--- config.mk ---
export PLATFORM = sky130hd
export DESIGN_NAME = dmem_request_unit
export DESIGN_NICKNAME = d
export VERILOG_FILES = /design/src/rtl/dmem_request_unit.sv
export SDC_FILE = /design/constraint.sdc
export NUM_CORES = 1
export LEC_CHECK = 0
export ABC_AREA = 0
export BUFFER_PORTS_ARGS = -buffer_cell sky130_fd_sc_hd__buf_4
export CAP_MARGIN = 20
export CORE_MARGIN = 8
export CORE_UTILIZATION = 35
export DETAILED_ROUTE_END_ITERATION = 7
export PLACE_DENSITY = 0.63
export SLEW_MARGIN = 20
export SYNTH_ARGS = -nofsm -noshare
export SYNTH_HDL_FRONTEND = slang
export SYNTH_SLANG_ARGS = --single-unit
--- constraint.sdc ---
create_clock -name clk -period 5.6 [get_ports clk]
set_clock_uncertainty 0.2 [all_clocks]
set_input_delay 0.56 -clock clk [delete_from_list [all_inputs] [get_ports clk]]
set_output_delay 0.56 -clock clk [all_outputs]
set_load 0.05 [all_outputs]
--- src/rtl/dmem_request_unit.sv ---
// MEM-stage data-memory request unit: issues one aligned dmem access per op
// and holds it until dmem_resp, stalling the pipeline meanwhile.
//
// Ports:
//   clk, rst (async, active-low)
//   start, is_store, funct3, addr, rs2_data : op from the EX/MEM buffer
//   dmem_address, dmem_read, dmem_write,
//   dmem_wmask, dmem_wdata                  : registered memory request
//   dmem_resp, dmem_rdata                   : memory completion
//   mdr, mar                                : latched read word / byte address
//   stall, done, misaligned                 : pipeline control
module dmem_request_unit #(
    parameter int XLEN = 32
) (
    input  logic            clk,
    input  logic            rst,
    input  logic            start,
    input  logic            is_store,
    input  logic [2:0]      funct3,
    input  logic [XLEN-1:0] addr,
    input  logic [XLEN-1:0] rs2_data,
    output logic [XLEN-1:0] dmem_address,
    output logic            dmem_read,
    output logic            dmem_write,
    output logic [3:0]      dmem_wmask,
    output logic [XLEN-1:0] dmem_wdata,
    input  logic            dmem_resp,
    input  logic [XLEN-1:0] dmem_rdata,
    output logic [XLEN-1:0] mdr,
    output logic [XLEN-1:0] mar,
    output logic            stall,
    output logic            done,
    output logic            misaligned
);

    typedef enum logic [1:0] {
        IDLE,
        BUSY,
        DONE
    } state_t;

    state_t state;

    logic            code_ok;
    logic            align_bad;
    logic            accept;
    logic [3:0]      st_wmask;
    logic [XLEN-1:0] st_wdata;

    always_comb begin
        code_ok = 1'b0;
        if (is_store)
            code_ok = funct3 inside {3'b000, 3'b001, 3'b010};
        else
            code_ok = funct3 inside {3'b000, 3'b001, 3'b010,
                                     3'b100, 3'b101};
    end

    // funct3[1:0] encodes the access size for every legal code
    always_comb begin
        align_bad = 1'b0;
        case (funct3[1:0])
            2'b01:   align_bad = addr[0];
            2'b10:   align_bad = addr[1:0] != 2'b00;
            default: align_bad = 1'b0;
        endcase
    end

    always_comb begin
        st_wmask = 4'b0000;
        st_wdata = '0;
        if (is_store) begin
            case (funct3[1:0])
                2'b00: begin
                    st_wmask = 4'b0001 << addr[1:0];
                    st_wdata = {4{rs2_data[7:0]}};
                end
                2'b01: begin
                    st_wmask = 4'b0011 << addr[1:0];
                    st_wdata = {2{rs2_data[15:0]}};
                end
                default: begin
                    st_wmask = 4'b1111;
                    st_wdata = rs2_data;
                end
            endcase
        end
    end

    logic idle_op;
    assign idle_op    = start && (state == IDLE) && code_ok;
    assign misaligned = idle_op && align_bad;
    assign accept     = idle_op && !align_bad;
    assign stall      = accept || (state == BUSY);

    always_ff @(posedge clk or negedge rst) begin
        if (!rst) begin
            state        <= IDLE;
            dmem_address <= '0;
            dmem_read    <= 1'b0;
            dmem_write   <= 1'b0;
            dmem_wmask   <= 4'b0000;
            dmem_wdata   <= '0;
            mdr          <= '0;
            mar          <= '0;
            done         <= 1'b0;
        end else begin
            case (state)
                IDLE: begin
                    done <= 1'b0;
                    if (accept) begin
                        mar          <= addr;
                        dmem_address <= {addr[XLEN-1:2], 2'b00};
                        dmem_wmask   <= st_wmask;
                        dmem_wdata   <= st_wdata;
                        dmem_read    <= !is_store;
                        dmem_write   <= is_store;
                        state        <= BUSY;
                    end
                end
                BUSY: begin
                    if (dmem_resp) begin
                        if (dmem_read)
                            mdr <= dmem_rdata;
                        dmem_read  <= 1'b0;
                        dmem_write <= 1'b0;
                        done       <= 1'b1;
                        state      <= DONE;
                    end
                end
                DONE: begin
                    // start still shows the retiring op here
                    done  <= 1'b0;
                    state <= IDLE;
                end
                default: begin
                    done  <= 1'b0;
                    state <= IDLE;
                end
            endcase
        end
    end

endmodule

==> run_results.csv <==
group,metric,value,unit
floorplanning,num_rows,42,
synth,synth_top_area_cell,"dfrtp_1",
synth,synth_top_area_frac,0.5516,
synth,yosys-top-cells-count,"105 x dfrtp_1, 92 x mux2_2, 32 x buf_4",
worst_setup_path,cp_top_family,"simple AND/OR/NAND/NOR gates",
grt,grt.overflow.total,0,
sta,clock.fmax,0.2720,GHz
synth,synth_compound_area_frac,0.07696,
synth,postSynth.asyncResetShare,1.000,
power_and_ir_drop,leakagePower,3.402,nW
clocking,clock_sinks,105,
synth,ys_top_cells_by_area,"dfrtp_1 55%, mux2_2 22%, buf_4 5.0%",
placement,gp_congestion,0.8648,
grt,antenna_found_initial,0,
clocking,cts_buffers,9,
detailed_routing,viasPerCell,4.807,
worst_setup_path,worstPathRequired,4.84,ns
cells_and_area,multiInputGateArea,1754,um2
worst_setup_path,critPathMaxStageDelay,0.58,ns
power_and_ir_drop,vdd_drop_max,0.0002859,V
floorplanning,initial_core_util,0.3583,
synth,synth_top_family_by_area,"multiplexers",
sta,finalHoldViolCount,0,
floorplanning,die_w,132.7,um
run,cap_violations,0,
worst_setup_path,worstPathArrival,2.92,ns
floorplanning,core,13300,um2
grt,grt_first_pass_wirelength,21.98,mm
detailed_routing,remaining_drc_errors,0,
cells_and_area,fin_nets,681,
grt,track_usage,0.1563,
worst_setup_path,path_buf_inv,3,
grt,grt_max_degree,69,
sta,min_period,3.677,ns
cells_and_area,regArea,2628,um2
sta,max_slew.worst_pin.slew,0.8746,ns
clocking,cts.path.max_buffers,2,
grt,grt_pass1_vias,3991,
synth,yosys_warnings,0,
synth,synth_seq_cells,105,
clocking,cts_hold_buffers,1,
detailed_routing,avgRoutedWirePerCell,18.53,um
sta,slew_viol_final,0,
clocking,cts_post_setup_buffers_inserted,0,
synth,yosysUniqueCellTypes,27,
power_and_ir_drop,power.density,639.8,nW/um2
clocking,clk_transition_reported_paths,0.06,ns
synth,synthMostInstantiatedCell,"dfrtp_1",
sta,setup_ws,1.923,ns
synth,synth_area_per_cell,12.84,um2
floorplanning,die_h,132.7,um
cells_and_area,n_fill_cell,1212,
worst_setup_path,path_class,"primary input to output port",
synth,synthAdderAreaFrac,0.01051,
sta,rsz0062_at_grt,"no",
synth,yosysSeqAreaShare,0.5516,
min_path,min_path_type,"primary input to register",
clocking,root_buffer,"clkbuf_16",
sta,max_slew_margin,0.4169,
cells_and_area,n_antenna_cell,0,
detailed_routing,drt-initial-drc-count,163,
clocking,h-tree-depth,3,
synth,synth_mux_area_frac,0.2238,
placement,io_buffers,238,
run_status,outcome,"finished clean",
cells_and_area,drive_gt1_frac,0.6285,
floorplanning,ioPinCount,241,
worst_setup_path,startpoint_type,"primary input",
clocking,cts_resized,0,
detailed_routing,ant_nets,0,
floorplanning,dieArea,17600,um2
detailed_routing,first_pass_iters,4,
clocking,cts_tree,"yes",
detailed_routing,routed_wl,13.93,mm
worst_setup_path,crit_chain,"buf_4 -> inv_1 -> ha_1 -> nor2_2 -> a221oi_4 -> nand2_4 -> nand2_1 -> buf_4",
clocking,worst_skew_pair.late_latency,0.34,ns
worst_setup_path,critPathSlowestCell,"a221oi_4",
placement,dpl-instance-area,6434,um2
cells_and_area,fin_area,6729,um2
synth,netlist_area,4763,um2
synth,synthCells,371,
detailed_routing,num_vias,3615,
placement,dp_hpwl,10.82,mm
synth,synth-edff-count,0,
synth,ys.flop_type,"dfrtp_1",
cells_and_area,area_delta_synth_final,41.27,%
placement,post-place-ws,1.824,ns
sta,finalSetupViolations,0,
power_and_ir_drop,p_total,0.004305,W
sta,tns,0,ns
synth,yosys.area_share.simple,0.05542,
worst_setup_path,crit_fanout,25,
synth,synth_xor_area_frac,0,
worst_setup_path,crit_path_frequent_cell,"buf_4",
worst_setup_path,endpoint_kind,"output port",
sta,finalCritPeriodShare,0.6566,
[cells by family after synthesis]
kind of cell / count (synthesis)
simple gates: 57
fa+ha+maj: 4
compound gates: 51
buf+inv: 58
mux: 95
flops: 105
other cells: 1
[final timing paths]
check | start | to | slack [ns] | depth (start not counted)
setup / recovery | funct3[0] | stall | 1.92 | 8
hold / removal | dmem_resp | state[0] | 0.23 | 2
setup reg to reg | state[0] | mar[24] | 2.96 | 5
hold reg to reg | dmem_wdata[6] | dmem_wdata[6] | 0.30 | 1
max in group asynchronous | rst | dmem_wmask[2] | 3.43 | 3
min in group asynchronous | rst | dmem_wdata[27] | 0.51 | 2
[layer usage]
layer	vias to the layer above	track usage	routed length, um	part of all wire
li1	1655	-	-	-
met1	1789	0.1751	5558	0.40
met2	158	0.2700	7075	0.51
met3	13	0.05299	1082	0.078
met4	0	0.05741	216	0.016
met5	-	0	0	0
[area by class of cell]
class / count / share of cell area
clock buffers: 11 / 0.03607
clock inverters: 3 / 0.006322
inverters: 6 / 0.003347
multi-input cells: 209 / 0.2607
flip-flops and latches: 105 / 0.3905
well taps: 176 / 0.03273
repair buffers: 242 / 0.2704
[power breakdown]
part	switching (W)	leakage (nW)	internal (W)
combinational	0.00169	1.96	0.000761
clock	0.000272	0.137	0.000354
sequential	0.000177	1.30	0.00105
total	0.00214	3.40	0.00216
[cell usage in the layout (no fill, tap or decap), types with 2 or more instances in the layout]
cell type,Yosys,routed
nand2b_1,2,2
nand2_1,29,29
clkbuf_16,0,9
dfrtp_1,105,105
o21bai_1,2,2
a21bo_2,9,9
buf_4,32,241
o21ai_0,4,4
mux2i_1,3,3
nor2_1,12,12
conb_1,1,2
mux2_2,92,92
ha_1,4,4
inv_1,5,5
a21oi_1,19,19
or2_2,2,2
nand4_1,8,8
a22oi_1,16,16
[flip-flops by register name, summed over array words and instances (netlist names)]
| register | flops |
|---|---|
| dmem_wdata | 32 |
| dmem_read | 1 |
| state | 2 |
| done | 1 |
| mar | 32 |
| mdr | 32 |
| dmem_write | 1 |
| dmem_wmask | 4 |
[per-stage QoR]
step / std cells / hold slack (ns) / utilization
floorplan: 372 / 0.06441 / -
global placement: 737 / 0.2795 / 0.4839
detailed placement: 737 / 0.2903 / 0.4839
CTS: 752 / 0.2132 / 0.5061
global route: 752 / 0.2278 / 0.5061
finish: 752 / 0.2280 / 0.5061
Note: power is estimated with default switching activity, not from simulation.
